### src/rtl/reset_sequencer.sv
// Staged reset release for the divided-clock datapath: div_rst_n first, then core_rst_n.
// Optional watchdog trigger is compiled in with `define RST_WATCHDOG_EN.
module reset_sequencer #(
    parameter int DEBOUNCE_CYCLES  = 16,
    parameter int DIV_HOLD_CYCLES  = 8,
    parameter int CORE_HOLD_CYCLES = 32,
    parameter int WDT_CYCLES       = 1048576
) (
    input  logic       clk_in,
    input  logic       rst_n,
    input  logic       btn_rst_n,
    input  logic       sw_rst_req,
`ifdef RST_WATCHDOG_EN
    input  logic       wdt_kick,
`endif
    output logic       div_rst_n,
    output logic       core_rst_n,
    output logic [1:0] rst_cause,
    output logic       seq_busy
);

    localparam int SEQ_MAX = (DIV_HOLD_CYCLES > CORE_HOLD_CYCLES) ? DIV_HOLD_CYCLES : CORE_HOLD_CYCLES;
    localparam int CNT_W   = $clog2(SEQ_MAX + 1);
    localparam int DEB_W   = $clog2(DEBOUNCE_CYCLES + 1);

    // ASSERT sees DIV_HOLD_CYCLES+1 edges because its entry edge is the trigger edge itself.
    localparam logic [CNT_W-1:0] DIV_LAST  = CNT_W'(DIV_HOLD_CYCLES);
    localparam logic [CNT_W-1:0] CORE_LAST = CNT_W'(CORE_HOLD_CYCLES - 1);
    localparam logic [CNT_W-1:0] CNT_SAT   = {CNT_W{1'b1}};
    localparam logic [DEB_W-1:0] DEB_LAST  = DEB_W'(DEBOUNCE_CYCLES);

    localparam logic [1:0] CAUSE_POR = 2'b00;
    localparam logic [1:0] CAUSE_BTN = 2'b01;
    localparam logic [1:0] CAUSE_SW  = 2'b10;
    localparam logic [1:0] CAUSE_WDT = 2'b11;

    generate
        if (DEBOUNCE_CYCLES < 2)  begin : g_bad_debounce  $error("DEBOUNCE_CYCLES must be >= 2");  end
        if (DIV_HOLD_CYCLES < 1)  begin : g_bad_div_hold  $error("DIV_HOLD_CYCLES must be >= 1");  end
        if (CORE_HOLD_CYCLES < 4) begin : g_bad_core_hold $error("CORE_HOLD_CYCLES must be >= 4"); end
        if (WDT_CYCLES < 2)       begin : g_bad_wdt       $error("WDT_CYCLES must be >= 2");       end
    endgenerate

    typedef enum logic [1:0] {
        HOLD,
        ASSERT,
        REL_DIV,
        RUN
    } state_t;

    state_t            state;
    state_t            state_next;
    logic [CNT_W-1:0]  cnt;
    logic [CNT_W-1:0]  cnt_next;
    logic [1:0]        cause_next;

    logic              btn_s1;
    logic              btn_s2;
    logic [DEB_W-1:0]  deb_cnt;
    logic              btn_trig;
    logic              sw_pend;
    logic              sw_hit;
    logic              wdt_hit;

    // Button synchronizer and debounce counter
    always_ff @(posedge clk_in) begin
        if (!rst_n) begin
            btn_s1  <= 1'b1;
            btn_s2  <= 1'b1;
            deb_cnt <= '0;
        end else begin
            btn_s1 <= btn_rst_n;
            btn_s2 <= btn_s1;
            if (btn_s2) begin
                deb_cnt <= '0;
            end else if (deb_cnt != DEB_LAST) begin
                deb_cnt <= deb_cnt + DEB_W'(1);
            end
        end
    end

    assign btn_trig = (deb_cnt == DEB_LAST);

    // Software request is registered, so it acts one edge after it is sampled.
    always_ff @(posedge clk_in) begin
        if (!rst_n) begin
            sw_pend <= 1'b0;
        end else begin
            sw_pend <= sw_rst_req && (state == RUN);
        end
    end

    assign sw_hit = sw_pend && (state == RUN);

`ifdef RST_WATCHDOG_EN
    localparam int               WDT_W    = $clog2(WDT_CYCLES + 1);
    localparam logic [WDT_W-1:0] WDT_LOAD = WDT_W'(WDT_CYCLES);

    logic [WDT_W-1:0] wdt_cnt;

    always_ff @(posedge clk_in) begin
        if (!rst_n) begin
            wdt_cnt <= WDT_LOAD;
        end else if (wdt_kick || (state_next == RUN && state != RUN)) begin
            wdt_cnt <= WDT_LOAD;
        end else if (state == RUN && wdt_cnt != '0) begin
            wdt_cnt <= wdt_cnt - WDT_W'(1);
        end
    end

    // Fire on the edge where the count would reach zero; a kick in that cycle still wins.
    assign wdt_hit = (state == RUN) && !wdt_kick && (wdt_cnt <= WDT_W'(1));
`else
    assign wdt_hit = 1'b0;
`endif

    always_comb begin
        state_next = state;
        cnt_next   = (cnt == CNT_SAT) ? cnt : cnt + CNT_W'(1);
        cause_next = rst_cause;

        case (state)
            HOLD: begin
                if (!btn_trig) begin
                    state_next = ASSERT;
                    cnt_next   = '0;
                end
            end
            ASSERT: begin
                if (cnt == DIV_LAST) begin
                    state_next = REL_DIV;
                    cnt_next   = '0;
                end
            end
            REL_DIV: begin
                if (cnt == CORE_LAST) begin
                    state_next = RUN;
                    cnt_next   = '0;
                end
            end
            RUN: begin
                state_next = RUN;
            end
            default: begin
                state_next = ASSERT;
                cnt_next   = '0;
            end
        endcase

        // Trigger priority: button, then watchdog, then software.
        if (btn_trig) begin
            state_next = HOLD;
            cnt_next   = '0;
            cause_next = CAUSE_BTN;
        end else if (wdt_hit) begin
            state_next = ASSERT;
            cnt_next   = '0;
            cause_next = CAUSE_WDT;
        end else if (sw_hit) begin
            state_next = ASSERT;
            cnt_next   = '0;
            cause_next = CAUSE_SW;
        end
    end

    // Sequencer state and registered outputs
    always_ff @(posedge clk_in) begin
        if (!rst_n) begin
            state      <= ASSERT;
            cnt        <= '0;
            rst_cause  <= CAUSE_POR;
            div_rst_n  <= 1'b0;
            core_rst_n <= 1'b0;
            seq_busy   <= 1'b1;
        end else begin
            state      <= state_next;
            cnt        <= cnt_next;
            rst_cause  <= cause_next;
            div_rst_n  <= (state_next == REL_DIV) || (state_next == RUN);
            core_rst_n <= (state_next == RUN);
            seq_busy   <= (state_next != RUN);
        end
    end

endmodule

### config.mk
export PLATFORM = sky130hd
export DESIGN_NAME = reset_sequencer
export DESIGN_NICKNAME = d
export VERILOG_FILES = /design/src/rtl/reset_sequencer.sv
export SDC_FILE = /design/constraint.sdc
export NUM_CORES = 1
export LEC_CHECK = 0
export BUFFER_PORTS_ARGS = -buffer_cell sky130_fd_sc_hd__buf_4
export CAP_MARGIN = 30
export CORE_MARGIN = 3
export CORE_UTILIZATION = 54
export DETAILED_ROUTE_END_ITERATION = 8
export HOLD_SLACK_MARGIN = 0.02
export PLACE_DENSITY = 0.72
export SYNTH_ARGS = -nofsm -noshare
export SYNTH_HDL_FRONTEND = slang
export SYNTH_SLANG_ARGS = --single-unit
### constraint.sdc
create_clock -name clk_in -period 1.7 [get_ports clk_in]
set_input_delay 0.34 -clock clk_in [delete_from_list [all_inputs] [get_ports clk_in]]
set_output_delay 0.34 -clock clk_in [all_outputs]
set_load 0.02 [all_outputs]
=== Word level (Yosys, flattened, before mapping) ===
Index checks and enable logic that the tools add are counted.

* Register bits: 21
* Memories kept: 0
* Logic and storage cells: 44
* Bits in writable memories: 0
* Output and inout bits: 5
* Memory bits (read-only): 0
* Bits of input ports: 4
* Latch bits: 0

* Multiply operators: 0
* Shift-type cells: 0
* Reduce and logical (&&, ||, !) cells: 8
* Equality and inequality tests: 11
* $lt $le $gt $ge: 0
* $add $sub $neg: 2
* Divide/modulo/power cells: 0
* Multiplexer cells: 11
* Bitwise gates (word level): 1

{| class="wikitable"
|+ Operators with widths
! operator !! number
|-
| 6-bit two-way mux || 3
|-
| 6-bit case mux with 3 select lines || 1
|-
| 2-bit == test (second input constant) || 4
|-
| 2-bit two-way mux || 4
|-
| 2-bit case mux with 4 select lines || 1
|-
| 6-bit by 1-bit adder with 6-bit output (second input constant) || 1
|-
| 6-bit by 4-bit == test with 1-bit output (second input constant) || 1
|-
| 6-bit by 5-bit == test with 1-bit output (second input constant) || 1
|-
| 6-bit == test (second input constant) || 1
|-
| 5-bit by 1-bit adder with 5-bit output (second input constant) || 1
|-
| 5-bit == test (second input constant) || 1
|-
| 5-bit != test (second input constant) || 1
|-
| 2-bit OR reduction || 2
|-
| 3-bit OR reduction || 1
|-
| 2-bit by 1-bit == test with 1-bit output (second input constant) || 1
|-
| 1-bit logical AND || 2
|-
| 2-bit zero test || 1
|-
| 1-bit two-way mux || 2
|-
| 2-bit != test (second input constant) || 1
|-
| 2-bit nonzero test || 1
|-
| 1-bit logical OR || 1
|-
| 1-bit inverter || 1
|}

=== Depth between registers and ports, before layout ===
* Depth after elaboration: 7
* Gate-level depth with buffers: 6
* Gate-level depth less buffers: 6

=== Least setup slack after synthesis ===
Ideal clock, no wire load.

* Path type: register -> register
* From: reg cnt[0]
* To: reg cnt[2]
* Data required time: 1.627 ns
* Arrival: 1.433 ns
* Library setup time: 0.073 ns
* Period minus slack after synthesis: 1.506 ns
* Slack: 0.194 ns
* Stages on the path, launching flop included: 7
* Path buffers: 0
* Path through: dfxtp_1 > inv_1 > ha_1 > nor4bb_2 > a211o_1 > a31o_4 > nor3_2

* Word-level cells in the longest chain between the ends: 4
* Elaborated cells on any way between the ends: 8
* Those cells by class: 1 x add/sub; 3 x eq/ne; 4 x mux

{| class="wikitable"
|+ RTL lines
! item !! RTL line !! RTL
|-
| start: declaration || 53 || <nowiki>logic [CNT_W-1:0] cnt;</nowiki>
|-
| start signal: assignment || 177 || <nowiki>cnt <= cnt_next;</nowiki>
|-
| 6-bit by 1-bit adder with 6-bit output or 6-bit == test (tied branches) || 119 || <nowiki>cnt_next = (cnt == CNT_SAT) ? cnt : cnt + CNT_W'(1);</nowiki>
|-
| 6-bit two-way mux || 119 ||
|-
| 6-bit two-way mux, on equally long branches || 136, 130 ||
|-
| 6-bit case mux with 3 select lines * || 122 || <nowiki>case (state)</nowiki>
|}

Every way passes the cells marked *; elsewhere a longest branch is shown, timed or not.
A chain may end at the register's enable or synchronous reset.

=== Final worst setup path ===
Same ends and word-level chain as after synthesis.

==> metrics.md <==
| Metric | Value |
|---|---|
| Synthesized instance count | 92 |
| Fin crit period | 1.63 ns |
| CP Class | flop to flop |
| Global Route Usage Sum | 15.9% |
| Placement Rows | 14 |
| Total CTS buffers | 3 |
| Synth warn | 0 |
| Detailed Routing Iterations Pass 1 | 4 |
| Worst-skew pair later-pin latency | 0.30 ns |
| Worst clock skew | 0.00431 ns |
| Syn Nets | 100 |
| Register clock-pin slew on the reported worst setup and hold paths | 0.11 ns |
| Yosys cell types | 29 |
| Gr ovfl total | 0 |
| Crit path capture type | flop |
| Layout area overhead | 14.9% |
| Critical Path RT | 1.93 ns |
| H-tree depth | 1 |
| Crit path DAT | 1.85 ns |
| Final Instance Area | 1020 sq um |
| Asr flop ratio synth | 0% |
| Largest net degree at the start of global routing | 12 |
| LEAKAGE | 0.426 nW |
| CTS Hold Bufs | 0 |
| Synth cell count leaders | dfxtp_1 (21), inv_1 (10), nor2_1 (9) |
| Least-Margin Pin Slew | 0.267 ns |
| Met2 Usage GRT | 25.5% |
| Layout net count | 115 |
| Port-buffer cells | 8 |
| Antenna violations before repair | 0 |
| Initial core utilization | 58.5% |
| First-pass GRT wire length | 2.42 mm |
| RSZ-0062 raised after global routing | no |
| DIE WIDTH | 46.6 microns |
| Fin. Hold Viols | 0 |
| Startpoint types | flop |
| Final HPWL DP | 1.11 mm |
| Primary FF master, synth | dfxtp_1 |
| VDD IR max | 0.547 mV |
| Die height | 46.6 microns |
| HP Class | input pin to flop |
| N_diodes | 0 |
| Status | finished clean |
| CTS root buf | clkbuf_4 |
| CTS sink cnt | 21 |
| Final period util | 95.6% |
| Iteration-0 DRC Markers | 17 |
| Post-Route WL | 1.48 mm |
| Post-synthesis sequential area ratio | 47.2% |
| CTS tree | yes |
| Post-synth EDFFs | 0 |
| Top-count cell post-synth | dfxtp_1 |
| Final Setup Violations | 0 |
| Met1 Track Usage GR | 20.4% |
| Placed cell area | 978 sq um |
| Vias in the first global route | 586 |
| Flops & latches, synth | 21 |
| Max frequency | 615 MHz |
| Vias per Instance | 5.32 |
| DR vias | 649 |
| Mapped Area | 891 sq um |
| Top Ports | 9 |
| Max-cap violations | 0 |
| Met3 Use GR | 4.69% |
| GR peak layer | met2 |
| Yosys top cell by area | dfxtp_1 |
| # DRC | 0 |
| Post-DRT Antenna Nets | 0 |
| Die area | 2170 sq um |
| Max clock buf depth | 2 |
| Max_slew headroom | 82.2% |
| Wire per inst | 12.1 microns |
| Core area | 1520 sq um |
| Synth area leaders | dfxtp_1 (47%), ha_1 (5.6%), inv_1 (4.2%), xnor2_1 (3.9%), nor2_1 (3.8%) |
| Area share of the largest cell type after synthesis | 47.2% |
| Post-layout util | 67.2% |
| Share of layout cells above drive strength 1 | 21.7% |
| PwrDens | 774 nW/um^2 |
| GPL Wtd Cong | 0.731 |
| Worst-path maximum fanout | 6 |
| Final Max Slew Viols | 0 |
| Setup TNS | 0 ns |
| Avg Inst Size Synth | 9.68 sq um |
==> layout by cell type (no fill, tap or decap), types with 2 or more instances in the layout <==
cell type   n
nor3_1      4
nand2b_1    4
ha_1        3
nand3_1     4
dfxtp_1    21
nor3_2      2
xnor2_1     4
and3_1      2
nand4_1     2
inv_1      10
nand2_1     4
a21oi_1     4
mux2i_1     2
nor2_1      9
buf_4      10
xor2_1      2
clkbuf_4    3
==> cell families (layout without fill, tap and decap cells) <==
family | count (synthesis) | after routing | synth area share (%)
multiplexers | 2 | 2 | 2.25
XOR/XNOR | 6 | 6 | 5.90
AND/OR/NAND/NOR | 39 | 39 | 26.8
AO/OA/AOI/OAI | 9 | 9 | 7.59
buffers and inverters | 11 | 25 | 4.63
flip-flops | 21 | 21 | 47.2
adder cells (fa/ha/maj) | 4 | 4 | 5.62
==> registers in the layout, summed over array words and instances (netlist names), 2 cells and up <==
name,flops
cnt,6
deb_cnt,5
rst_cause,2
state,2
==> per-layer routing <==
| metal | vias up | share of wire [%] |
|---|---|---|
| li1 | 336 | - |
| met1 | 295 | 49 |
| met2 | 14 | 46 |
| met3 | 4 | 4.0 |
| met4 | 0 | 1.4 |
| met5 | - | 0 |
==> worst paths after layout <==
path                  start     end  slack, ns  cells after the start
setup / recovery     cnt[0]  cnt[2]       0.07                      6
hold / removal    btn_rst_n  btn_s1       0.22                      2
setup reg to reg     cnt[0]  cnt[2]       0.07                      6
hold reg to reg      btn_s1  btn_s2       0.42                      1
==> critical path: stages (launching register included) <==
cell	delay, ns
dfxtp_1	0.40
inv_1	0.06
ha_1	0.19
nor4bb_4	0.17
a211o_1	0.31
a31o_4	0.26
nor3_2	0.17
==> stage by stage <==
step                hold slack, ns  std cells  setup slack (ns)  total power [W]
floorplan                    0.386         92             0.194         0.000553
global placement             0.391        117             0.162         0.000567
detailed placement           0.394        117            0.0898         0.000570
CTS                          0.216        121            0.0821         0.000795
global route                 0.229        122           0.00573         0.000830
finish                       0.219        122            0.0746         0.000792
==> power by group <==
group	switching [W]	internal (W)	leakage, nW	total [W]
logic	0.0000241	0.0000260	0.241	0.0000502
clock network	0.000140	0.0000913	0.0150	0.000231
registers	0.00000868	0.000502	0.170	0.000511
total	0.000173	0.000620	0.426	0.000792
==> area by class of cell <==
| class | instances | area, sq um |
|---|---|---|
| Fill cell | 120 | 500 |
| Multi-Input combinational cell | 60 | 440 |
| Sequential cell | 21 | 420 |
| Timing Repair Buffer | 10 | 75.1 |
| Inverter | 11 | 41.3 |
| Clock buffer | 4 | 26.3 |
| Tap cell | 16 | 20.0 |
==> repair_timing <==
item / in CTS / in global routing
gates resized for setup: 0 / 2
setup endpoints to repair: 0 / 2
setup buffers: 0 / 1
(Power assumes the default switching activity.)
